### src/rtl/sqrt_pkg.sv
// rtl/sqrt_pkg.sv - shared types and constants for the square-root sequencer
package sqrt_pkg;

    // Default radicand width used when the sequencer is not parameterised
    localparam int DEFAULT_BITS = 16;

    typedef enum logic [1:0] {
        IDLE = 2'd0,
        LOAD = 2'd1,
        ITER = 2'd2,
        DONE = 2'd3
    } sqrt_state_t;

    // Width of the iteration index for a given radicand width (EntradaBits/2 iterations)
    function automatic int iter_width(input int bits);
        return $clog2(bits / 2);
    endfunction

endpackage

### src/rtl/sqrt_iter_counter.sv
// rtl/sqrt_iter_counter.sv - loadable iteration down-counter with terminal-count flag
module sqrt_iter_counter #(
    parameter int            W        = 3,
    parameter logic [W-1:0]  LOAD_VAL = '1
) (
    input  logic         clk,
    input  logic         reset,
    input  logic         load,
    input  logic         enable,
    output logic [W-1:0] iter_o,
    output logic         tc
);

    // Load the start index, then count down while enabled; parks at zero instead of wrapping
    always_ff @(posedge clk or negedge reset) begin
        if (!reset) begin
            iter_o <= '0;
        end else if (load) begin
            iter_o <= LOAD_VAL;
        end else if (enable && (iter_o != '0)) begin
            iter_o <= iter_o - 1'b1;
        end
    end

    assign tc = (iter_o == '0);

endmodule

### src/rtl/sqrt_sequencer.sv
// rtl/sqrt_sequencer.sv - control FSM for the iterative square-root datapath (optional SQRT_ABORT_EN adds abort input)
module sqrt_sequencer
    import sqrt_pkg::*;
#(
    parameter int EntradaBits = DEFAULT_BITS,
    localparam int ITER_W     = iter_width(EntradaBits)
) (
    input  logic                   clk,
    input  logic                   reset,
    input  logic                   start,
    input  logic [EntradaBits-1:0] operand,
    input  logic [EntradaBits-1:0] root_i,
`ifdef SQRT_ABORT_EN
    input  logic                   abort,
`endif
    output logic                   load_o,
    output logic [EntradaBits-1:0] d_o,
    output logic                   step_en_o,
    output logic [ITER_W-1:0]      iter_o,
    output logic                   busy,
    output logic                   done,
    output logic [EntradaBits-1:0] Raiz
);

    localparam int                N    = EntradaBits / 2;
    localparam logic [ITER_W-1:0] LAST = ITER_W'(N - 1);

    sqrt_state_t state;
    logic        tc;
    logic        abort_hit;
    logic        unused_root_hi;

`ifdef SQRT_ABORT_EN
    assign abort_hit = abort;
`else
    assign abort_hit = 1'b0;
`endif

    // Only the low half of the datapath root carries the result
    assign unused_root_hi = ^root_i[EntradaBits-1:N];

    sqrt_iter_counter #(
        .W        (ITER_W),
        .LOAD_VAL (LAST)
    ) u_iter_counter (
        .clk    (clk),
        .reset  (reset),
        .load   ((state == IDLE) && start),
        .enable (state == ITER),
        .iter_o (iter_o),
        .tc     (tc)
    );

    // Sequencing FSM; every strobe is registered alongside the state it belongs to
    always_ff @(posedge clk or negedge reset) begin
        if (!reset) begin
            state     <= IDLE;
            load_o    <= 1'b0;
            step_en_o <= 1'b0;
            busy      <= 1'b0;
            done      <= 1'b0;
            d_o       <= '0;
            Raiz      <= '0;
        end else begin
            case (state)
                IDLE: begin
                    done <= 1'b0;
                    if (start) begin
                        d_o    <= operand;
                        load_o <= 1'b1;
                        busy   <= 1'b1;
                        state  <= LOAD;
                    end
                end
                LOAD: begin
                    load_o <= 1'b0;
                    if (abort_hit) begin
                        busy  <= 1'b0;
                        state <= IDLE;
                    end else begin
                        step_en_o <= 1'b1;
                        state     <= ITER;
                    end
                end
                ITER: begin
                    if (abort_hit) begin
                        step_en_o <= 1'b0;
                        busy      <= 1'b0;
                        state     <= IDLE;
                    end else if (tc) begin
                        // root_i already reflects the final step on this edge, so Raiz is valid with done
                        step_en_o <= 1'b0;
                        done      <= 1'b1;
                        Raiz      <= {{(EntradaBits - N){1'b0}}, root_i[N-1:0]};
                        state     <= DONE;
                    end
                end
                DONE: begin
                    done  <= 1'b0;
                    busy  <= 1'b0;
                    state <= IDLE;
                end
                default: begin
                    load_o    <= 1'b0;
                    step_en_o <= 1'b0;
                    busy      <= 1'b0;
                    done      <= 1'b0;
                    state     <= IDLE;
                end
            endcase
        end
    end

endmodule

### config.mk
export PLATFORM = sky130hd
export DESIGN_NAME = sqrt_sequencer
export DESIGN_NICKNAME = d
export VERILOG_FILES = /design/src/rtl/sqrt_pkg.sv /design/src/rtl/sqrt_iter_counter.sv /design/src/rtl/sqrt_sequencer.sv
export SDC_FILE = /design/constraint.sdc
export NUM_CORES = 1
export LEC_CHECK = 0
export CAP_MARGIN = 25
export CORE_UTILIZATION = 42
export DETAILED_ROUTE_END_ITERATION = 10
export PLACE_DENSITY = 0.84
export SLEW_MARGIN = 40
export SYNTH_ARGS = -nofsm -noshare
export SYNTH_HDL_FRONTEND = slang
export SYNTH_SLANG_ARGS = --single-unit
### constraint.sdc
create_clock -name clk -period 4.1 [get_ports clk]
set_clock_uncertainty 0.2 [all_clocks]
set_input_delay 0.82 -clock clk [delete_from_list [all_inputs] [get_ports clk]]
set_output_delay 0.82 -clock clk [all_outputs]
set_load 0.01 [all_outputs]
; ---- After elaboration in Yosys (flattened, before gate mapping)
; Index checks and enable logic that the tools add are counted.
[op_classes]
n_addsub = 1
multipliers = 0
n_div = 0
n_lt_le_gt_ge = 0
eq_ne = 5
shift = 0
muxes = 12
bitwise = 1
reduce_logical = 18
[op_table]
columns = operator, count
row1 = $reduce_and 2->1, 7
row2 = $pmux 1 s2, 4
row3 = $pmux 2 s4, 1
row4 = $reduce_bool 2->1, 4
row5 = $mux 3, 2
row6 = $eq 2x2->1 const B, 2
row7 = $mux 2, 2
row8 = $ne 2x2->1 const B, 2
row9 = $reduce_or 2->1, 2
row10 = $logic_not 3->1, 1
row11 = $mux 1, 3
row12 = $reduce_bool 3->1, 1
row13 = $sub 3x1->3 const B, 1
row14 = $eq 2x1->1 const B, 1
row15 = $logic_and 1x1->1, 2
row16 = $logic_not 2->1, 1
row17 = $not 1->1, 1
[totals]
ff_bits = 33
latch_bits = 0
mem_bits_rw = 0
rom_bits = 0
input_bits = 35
output_inout_bits = 39
elab_cells = 45
n_memories = 0

; ---- Logic depth before layout (Yosys ltp)
; Gate-level depths: netlist (run 1).
[logic_depth]
word_depth = 4
depth_mapped = 6
depth_no_buf = 6

; ---- Cells and area by module
; From an unflattened synthesis (run 1), not the netlist that was laid out.
[hier_totals]
hier_cells = 109
area_unflattened_um2 = 1490.2
[by_module_without_submodules]
columns = module, n_inst, cells_per_inst, area_each_um2, seq_area_each_um2
row1 = sqrt_sequencer, 1, 91, 1310.0, 750.7
row2 = sqrt_iter_counter, 1, 18, 180.2, 75.1

; ---- Worst setup path after synthesis (run 1)
; Ideal clock, no wire load.
[synth_path]
path_type = register to register
startpoint = register u_iter_counter.iter_o[0]
endpoint = register state[1]
setup_ns = 0.125
t_arrival_ns = 1.402
required_time_ns = 3.775
slack_ns = 2.373
stages_incl_launch_ff = 7
path_buffers = 0
synth_period_minus_slack_ns = 1.727
cell_sequence = dfrtp_1 inv_1 ha_1 ha_1 inv_1 a21oi_1 mux2_2
[synth_via]
elab_chain_cells = 3
[synth_rtl]
columns = item, line_no
row1 = start: declaration, sqrt_iter_counter.sv:10  ; output logic [W-1:0] iter_o,
row2 = start signal: assignment, sqrt_iter_counter.sv:21  ; iter_o <= iter_o - 1'b1;
row3 = $logic_not 3->1, sqrt_iter_counter.sv:25  ; assign tc = (iter_o == '0);
row4 = $ne 2x2->1 (no source line), --
row5 = $reduce_and 2->1 (no source line), --
row6 = end signal: assignment, sqrt_sequencer.sv:57  ; state <= IDLE;
row7 = end signal: assignment, sqrt_sequencer.sv:72  ; state <= LOAD;
row8 = end signal: assignment, sqrt_sequencer.sv:79  ; state <= IDLE;
row9 = end: declaration, sqrt_sequencer.sv:28  ; sqrt_state_t state;
; No other way between the ends.
; A chain may end at the register's enable or synchronous reset.

; ---- Final worst setup path (run 1)
[layout_path]
startpoint = register u_iter_counter.iter_o[1]
endpoint = output iter_o[1]
[layout_lines]
columns = item, line_no
row1 = end: declaration, sqrt_sequencer.sv:19  ; output logic [ITER_W-1:0] iter_o,
; No word-level cell between the ends.

==> out/results.tsv, run 1 <==
metric	value	unit
ctsHoldBuffers	0	
worstSkewPairLatency	0.34	ns
overflow	0	
initial_core_util	43.7	%
synth_top_area_share	56.6	%
critPathKind	register to output pin	
fmax	0.435	GHz
start_kind	register	
ys_seq_area_share	56.6	%
hold_class	register to register	
synthTopCellsByArea	dfrtp_1, mux2_2, mux2_4	
outcome	finished clean	
drtPass1Iterations	6	
cts_buffers	5	
cp_max_fo	3	
drt_iter0_drc	48	
final_nets	207	
route.detailed.drc	0	
layout.cells.non_filler	212	
hold-worst-slack	0.318	ns
fin_crit_sh	56.1	%
drive_gt1_share	21.7	%
cts-resized-gates	0	
critPathRequiredTime	3.08	ns
mostFrequentLayoutCell	clkdlybuf4s50_1	
dpl.cell_count	204	
portBuffers	57	
die_h	60.9	microns
worstPathArrival	1.28	ns
grt_max_degree	34	
vias	993	
leakagePower	0.000967	uW
endpoint_kind	output pin	
rsz0062_at_grt	no	
grt_pass1_wl	4420	microns
wl_per_cell	13.7	microns
grt_pass1_vias	997	
syn_avg_cell_area	14.3	sq um
cts_buffer_depth	2	
worst-path-buf-inv	1	
netlist_instances	102	
h-tree-depth	2	
layout_common_cells	clkdlybuf4s50_1, dfrtp_1, mux2_2, conb_1	
clock_sinks	33	
die_width	60.9	microns
gp_congestion	0.792	
period_needed	2.30	ns
tns	0	ns
totalWireLength	2900	microns
path_cells	clkdlybuf4s50_1	
grt.total_usage	17.0	%
max_stage_delay	0.55	ns
vias_per_cell	4.68	
syn2layout_area_growth	46.3	%
regToRegSetupSlack	2.29	ns
dieArea	3710	sq um
cts_setup_buffers	0	
synth.distinct_cells	23	
final_max_slew_viol_count	0	
ys_seq_elements	33	
hpwl	2260	microns
cts_tree	done	
clk_pin_slew	0.10	ns
setup_violations	0	
slowest_stage	clkdlybuf4s50_1	
rows	21	
synth.largest_area_cell	dfrtp_1	
vdd_ir_drop_max	0.328	mV
drtAntennaViolNets	0	
io_pins	74	
finalHoldViolCount	0	
synth_area	1460	sq um
crit_family	buffers and inverters	
core	3340	sq um
insertedDiodeCount	0	
p_per_area	779	nW/um^2
ys.warnings.count	0	
drv_cap	0	
antenna_found_initial	0	
clockRootBuffer	clkbuf_4	
==> per-layer routing <==
| layer | GRT usage, % | wire, microns | vias up |
|---|---|---|---|
| li1 | - | - | 463 |
| met1 | 17.8 | 1100 | 490 |
| met2 | 30.9 | 1610 | 33 |
| met3 | 5.76 | 129 | 7 |
| met4 | 7.47 | 54 | 0 |
| met5 | 0 | 0 | - |
==> cell families (layout without fill, tap and decap cells) <==
family	Yosys count	in the layout	synth area share [%]
other	1	8	0.257
buffers and inverters	15	72	6.43
AOI/OAI and AO/OA	10	10	4.72
adders and majority gates	7	7	6.00
xor gates and xnor gates	1	1	0.600
DFF	33	33	56.6
and+or+nand+nor	9	9	3.52
muxes	26	26	21.9
==> cell usage after synthesis (all sizes together) <==
master	instances
nand2b	1
o2bb2ai	1
mux2	26
nand2	6
o21ai	2
a22o	1
a21oi	2
xnor2	1
conb	1
inv	6
ha	7
o211ai	2
dfrtp	33
o22a	1
nor2	1
o31ai	1
nor2b	1
buf	9
==> path summary, 6_finish.rpt <==
check,from,end,cells after the start
min in group asynchronous,reset,d_o[1],2
max,u_iter_counter.iter_o[1],iter_o[1],1
max reg2reg,u_iter_counter.iter_o[1],state[1],6
min,Raiz[0],Raiz[0],1
max in group asynchronous,reset,d_o[8],2
min reg2reg,Raiz[0],Raiz[0],1
==> cell type report <==
type / count / area, sq um
sequential: 33 / 826
multi-input combinational: 61 / 566
inverter: 6 / 22.5
clock buffer: 7 / 55.1
timing repair buffer: 58 / 578
clock inverter: 1 / 30.0
fill: 279 / 1200
tap: 46 / 57.6
==> registers in the layout, indices dropped and copies added (netlist names) <==
signal and count:
d_o 16, step_en_o 1, Raiz 8, done 1
load_o 1, u_iter_counter.iter_o 3, state 2, busy 1
==> through the flow <==
step                setup slack, ns  cell area (sq um)  total power, uW  util [%]
finish                         1.80               2130             1660      64.0
global route                   1.73               2130             1780      64.0
CTS                            1.77               2130             1680      64.0
detailed placement             1.77               2050             1420      61.4
global placement               1.77               2050             1380      61.4
floorplan                      2.37               1490             1010         -
==> power by group <==
part	total (uW)	internal [uW]	switching (uW)
Sequential	589	492	96.8
Combinational	821	503	318
Clock	253	146	108
Total	1660	1140	522
(Power assumes the default switching activity.)
==> inputs of run 2 (changes only) <==
--- a/config.mk
+++ b/config.mk
@@ -6,9 +6,9 @@
 export NUM_CORES = 1
 export LEC_CHECK = 0
 export CAP_MARGIN = 25
-export CORE_UTILIZATION = 42
+export CORE_UTILIZATION = 35
 export DETAILED_ROUTE_END_ITERATION = 10
-export PLACE_DENSITY = 0.84
+export PLACE_DENSITY = 0.75
 export SLEW_MARGIN = 40
 export SYNTH_ARGS = -nofsm -noshare
 export SYNTH_HDL_FRONTEND = slang
==> constraint.sdc (replaced) <==
create_clock -name clk -period 2 [get_ports clk]
set_clock_uncertainty 0.2 [all_clocks]
set_input_delay 0.4 -clock clk [delete_from_list [all_inputs] [get_ports clk]]
set_output_delay 0.4 -clock clk [all_outputs]
set_load 0.01 [all_outputs]
==> run 2 against run 1 <==
Clock power is 150% higher; cell count grew 1.9%; total power is 110% higher; die area up 19%; combinational power rose by 100%; flip-flop and latch count did not move; non-clock buffer count is the same; clock-buffer cell count unchanged.
==> out/results.tsv, run 2 (synthesis results as in run 1) <==
metric	value	unit
ctsHoldBuffers	0	
cts_buffers	5	
reg_top3	d_o (16), Raiz (8), u_iter_counter.iter_o (3)	
dp_slack	0.0624	ns
clock_sinks	33	
slowest_stage	clkdlybuf4s50_1	
grt_pass1_vias	1078	
final_util	54.3	%
clockRootBuffer	clkbuf_8	
cts_buffer_depth	2	
gp_congestion	0.648	
cts_setup_buffers	0	
critPathRequiredTime	1.40	ns
cp_max_fo	3	
mostFrequentLayoutCell	clkdlybuf4s50_1	
clk_pin_slew	0.07	ns
grt.total_usage	14.2	%
p_per_area	1630	nW/um^2
totalWireLength	2880	microns
r2r_end	state[1]	
portBuffers	57	
endpoint_kind	output pin	
finalHoldViolCount	0	
final_nets	207	
drtPass1Iterations	4	
worstPathArrival	1.21	ns
wl_per_cell	13.3	microns
tns	0	ns
die_width	66.6	microns
path_cells	clkdlybuf4s50_1	
cts-resized-gates	0	
final_max_slew_viol_count	0	
h-tree-depth	2	
rows	23	
hold_end	d_o[3]	
initial_core_util	36.5	%
fmax	0.553	GHz
overflow	0	
top_register	d_o	
syn2layout_area_growth	48.8	%
grt_use_met1	13.6	%
drtAntennaViolNets	0	
setup_violations	0	
drt_iter0_drc	27	
r2r_start	u_iter_counter.iter_o[0]	
regToRegSetupSlack	0.20	ns
route.detailed.drc	0	
core	4000	sq um
grt_pass1_wl	4520	microns
use_met2	25.5	%
leakagePower	0.000980	uW
die_h	66.6	microns
grtUsageMet3	6.51	%
rsz0062_at_grt	no	
hold_depth	1	
worstSkewPairLatency	0.27	ns
vias_per_cell	4.61	
outcome	finished clean	
worst-path-buf-inv	1	
antenna_found_initial	0	
hold_class	register to register	
period_needed	1.81	ns
max_stage_delay	0.57	ns
globalRoute.busiestLayer	met2	
crit_family	buffers and inverters	
layout_common_cells	clkdlybuf4s50_1, dfrtp_1, mux2_2, conb_1	
fin_crit_sh	90.5	%
hpwl	2210	microns
io_pins	74	
cts_tree	done	
start_kind	register	
vias	995	
vdd_ir_drop_max	0.799	mV
cp.depth	1	
worst_slack	0.191	ns
worstRegToRegCells	6	
min-delay-start	d_o[3]	
drive_gt1_share	21.7	%
insertedDiodeCount	0	
drv_cap	0	
largest_register_ffs	16	
dieArea	4430	sq um
critPathKind	register to output pin	
grt_max_degree	34	
[run 2: how the worst max path moves through the flow]
| stage | slack (ns) | end | from |
|---|---|---|---|
| after CTS | 0.18 | done | done |
| after detailed placement | 0.06 | d_o[6] | start |
| final | 0.19 | done | done |
| after global routing | 0.11 | state[1] | u_iter_counter.iter_o[0] |
| after global placement | 0.10 | state[1] | start |
| after floorplan | 0.27 | state[1] | u_iter_counter.iter_o[0] |
[run 2: cell type report]
cell class	instances	area, sq um
clock inverters	1	30.0
multi-input cells	61	566
inverters	6	22.5
well taps	50	62.6
fillers	337	1830
repair buffers	58	578
clock buffers	7	86.3
flip-flops and latches	33	826
[run 2: stage by stage]
step | std cells | power, uW | area (sq um) | hold slack (ns)
6_report | 216 | 3530 | 2170 | 0.300
4_1_cts | 216 | 3580 | 2170 | 0.306
2_1_floorplan | 109 | 2080 | 1490 | -0.0956
3_3_place_gp | 208 | 2830 | 2050 | 0.279
3_5_place_dp | 208 | 2930 | 2050 | 0.286
5_1_grt | 216 | 3770 | 2170 | 0.319
[run 2: per-layer routing]
metal  wire (microns)  up-vias
met3              207        5
li1                 -      458
met1             1110      493
met5                0        -
met2             1520       39
met4               36        0
[run 2: where the power goes]
| group | internal [uW] | switching [uW] |
|---|---|---|
| clock network | 406 | 225 |
| registers | 1010 | 203 |
| logic | 1030 | 653 |
==> inputs of run 3 (changes only) <==
==> constraint.sdc (replaced) <==
create_clock -name clk -period 1.5 [get_ports clk]
set_clock_uncertainty 0.2 [all_clocks]
set_input_delay 0.3 -clock clk [delete_from_list [all_inputs] [get_ports clk]]
set_output_delay 0.3 -clock clk [all_outputs]
set_load 0.01 [all_outputs]
==> run 3 against run 2 <==
The flow now finishes with violations (setup timing); total power rose by 42%; worst setup slack lost 0.31 ns; non-clock buffer count rose by 14; first-iteration DRC count shrank 44%; largest cell class unchanged.
==> out/results.tsv, run 3 (synthesis results as in run 1) <==
metric	value	unit
mostFrequentLayoutCell	dfrtp_1	
totalWireLength	3170	microns
regToRegSetupSlack	-0.12	ns
final_max_slew_viol_count	0	
hpwl	2260	microns
cts_tree	done	
drive_gt1_share	37.6	%
vias_per_cell	4.51	
dieArea	4430	sq um
worst_pin_slew	0.633	ns
r2r_start	u_iter_counter.iter_o[1]	
path_cells	buf_6, inv_4, ha_4, ha_4, mux2_4, a22o_1	
die_h	66.6	microns
tns	-2.51	ns
worst-path-buf-inv	2	
clockRootBuffer	clkbuf_8	
grt_max_degree	34	
drv_cap	0	
layout.cells.non_filler	231	
drtAntennaViolNets	0	
h-tree-depth	2	
crit_family	flip-flops	
leakagePower	0.00115	uW
dpl.cell_count	217	
worst_slack	-0.123	ns
critPathKind	register to register	
period_needed	1.62	ns
slowest_stage	dfrtp_1	
top_register	d_o	
largest_register_ffs	16	
violations	setup timing	
antenna_found_initial	0	
fill_cells	331	
io_pins	74	
drtPass1Iterations	2	
dp_slack	-0.308	ns
wl_met1	1330	microns
rsz0062_at_grt	yes	
max_stage_delay	0.38	ns
crit_path_frequent_cell	ha_4	
grt_pass1_wl	4820	microns
endpoint_kind	register	
grt_pass1_vias	1025	
hold_class	input pin to asynchronous set/reset pin	
clock_sinks	33	
outcome	finished, violations left	
power	5010	uW
fmax	0.616	GHz
final_nets	223	
dr_wl_met3	215	microns
vdd_ir_drop_max	0.919	mV
critPathRequiredTime	1.46	ns
rows	23	
worstSkewPairLatency	0.27	ns
switchingPower	1680	uW
worstRegToRegCells	6	
seqPwrFrac	32.2	%
overflow	0	
cts_buffer_depth	2	
initial_core_util	36.5	%
cp_max_fo	4	
finalHoldViolCount	0	
route.detailed.drc	0	
insertedDiodeCount	0	
portBuffers	57	
fin_crit_sh	108	%
r2r_end	done	
layout_common_cells	dfrtp_1, dlygate4sd2_1, clkdlybuf4s50_1, mux2_4, buf_4	
cts_buffers	5	
worstPathArrival	1.59	ns
core	4000	sq um
gp_congestion	0.739	
p_int	3330	uW
final_util	59.7	%
route.met2.wl	1580	microns
grt.total_usage	15.2	%
start_kind	register	
max_slew_margin	57.8	%
die_width	66.6	microns
pwr-share-comb	54.8	%
clk_pin_slew	0.06	ns
highest_layer	met4	
syn2layout_area_growth	63.8	%
p_per_area	2100	nW/um^2
vias	1042	
drt_iter0_drc	15	
wl_per_cell	13.7	microns
power_frac_clock	13.0	%
reg_top3	d_o (16), Raiz (8), u_iter_counter.iter_o (3)	
setup_violations	30	
power.share.switching	33.6	%
## run 3: layout make-up
type | instances | area, sq um | area share [%]
inverter | 6 | 30.0 | 1.26
sequential | 33 | 826 | 34.6
multi-input combinational | 63 | 717 | 30.0
tap | 50 | 62.6 | 2.62
clock buffer | 7 | 86.3 | 3.61
timing repair buffer | 72 | 668 | 28.0
## run 3: layer usage
layer / vias up / global-route usage (%)
met5: - / 0
met4: 0 / 7.18
met3: 5 / 4.28
met2: 49 / 24.4
met1: 499 / 18.6
li1: 489 / -
## run 3: repair_timing
action | CTS | global route
endpoints found under the setup margin | 61 | 32
pin swaps | 3 | 1
gates resized for setup | 47 | 10
hold buffers | 0 | 0
gates cloned | 1 | 1
setup buffers | 5 | 2
## run 3: worst max path at each step
stage / start / cells after the start / end
CTS: u_iter_counter.iter_o[1] / 7 / state[1]
finish: u_iter_counter.iter_o[1] / 6 / done
global placement: start / 3 / d_o[4]
detailed placement: start / 3 / d_o[15]
floorplan: u_iter_counter.iter_o[1] / 6 / state[1]
global route: u_iter_counter.iter_o[1] / 6 / done
## run 3: power groups by stage
stage | sequential, uW | clock [uW] | combinational [uW]
2_1_floorplan | 1810 | 0 | 1180
3_3_place_gp | 1600 | 0 | 2550
3_5_place_dp | 1630 | 0 | 2660
4_1_cts | 1620 | 683 | 2570
5_1_grt | 1660 | 722 | 2960
6_report | 1610 | 651 | 2740
## run 3: per-stage QoR
stage	hold slack, ns	cell area (sq um)
finish	0.190	2390
global route	0.204	2390
CTS	0.190	2320
detailed placement	0.295	2210
global placement	0.280	2210
floorplan	-0.196	1560
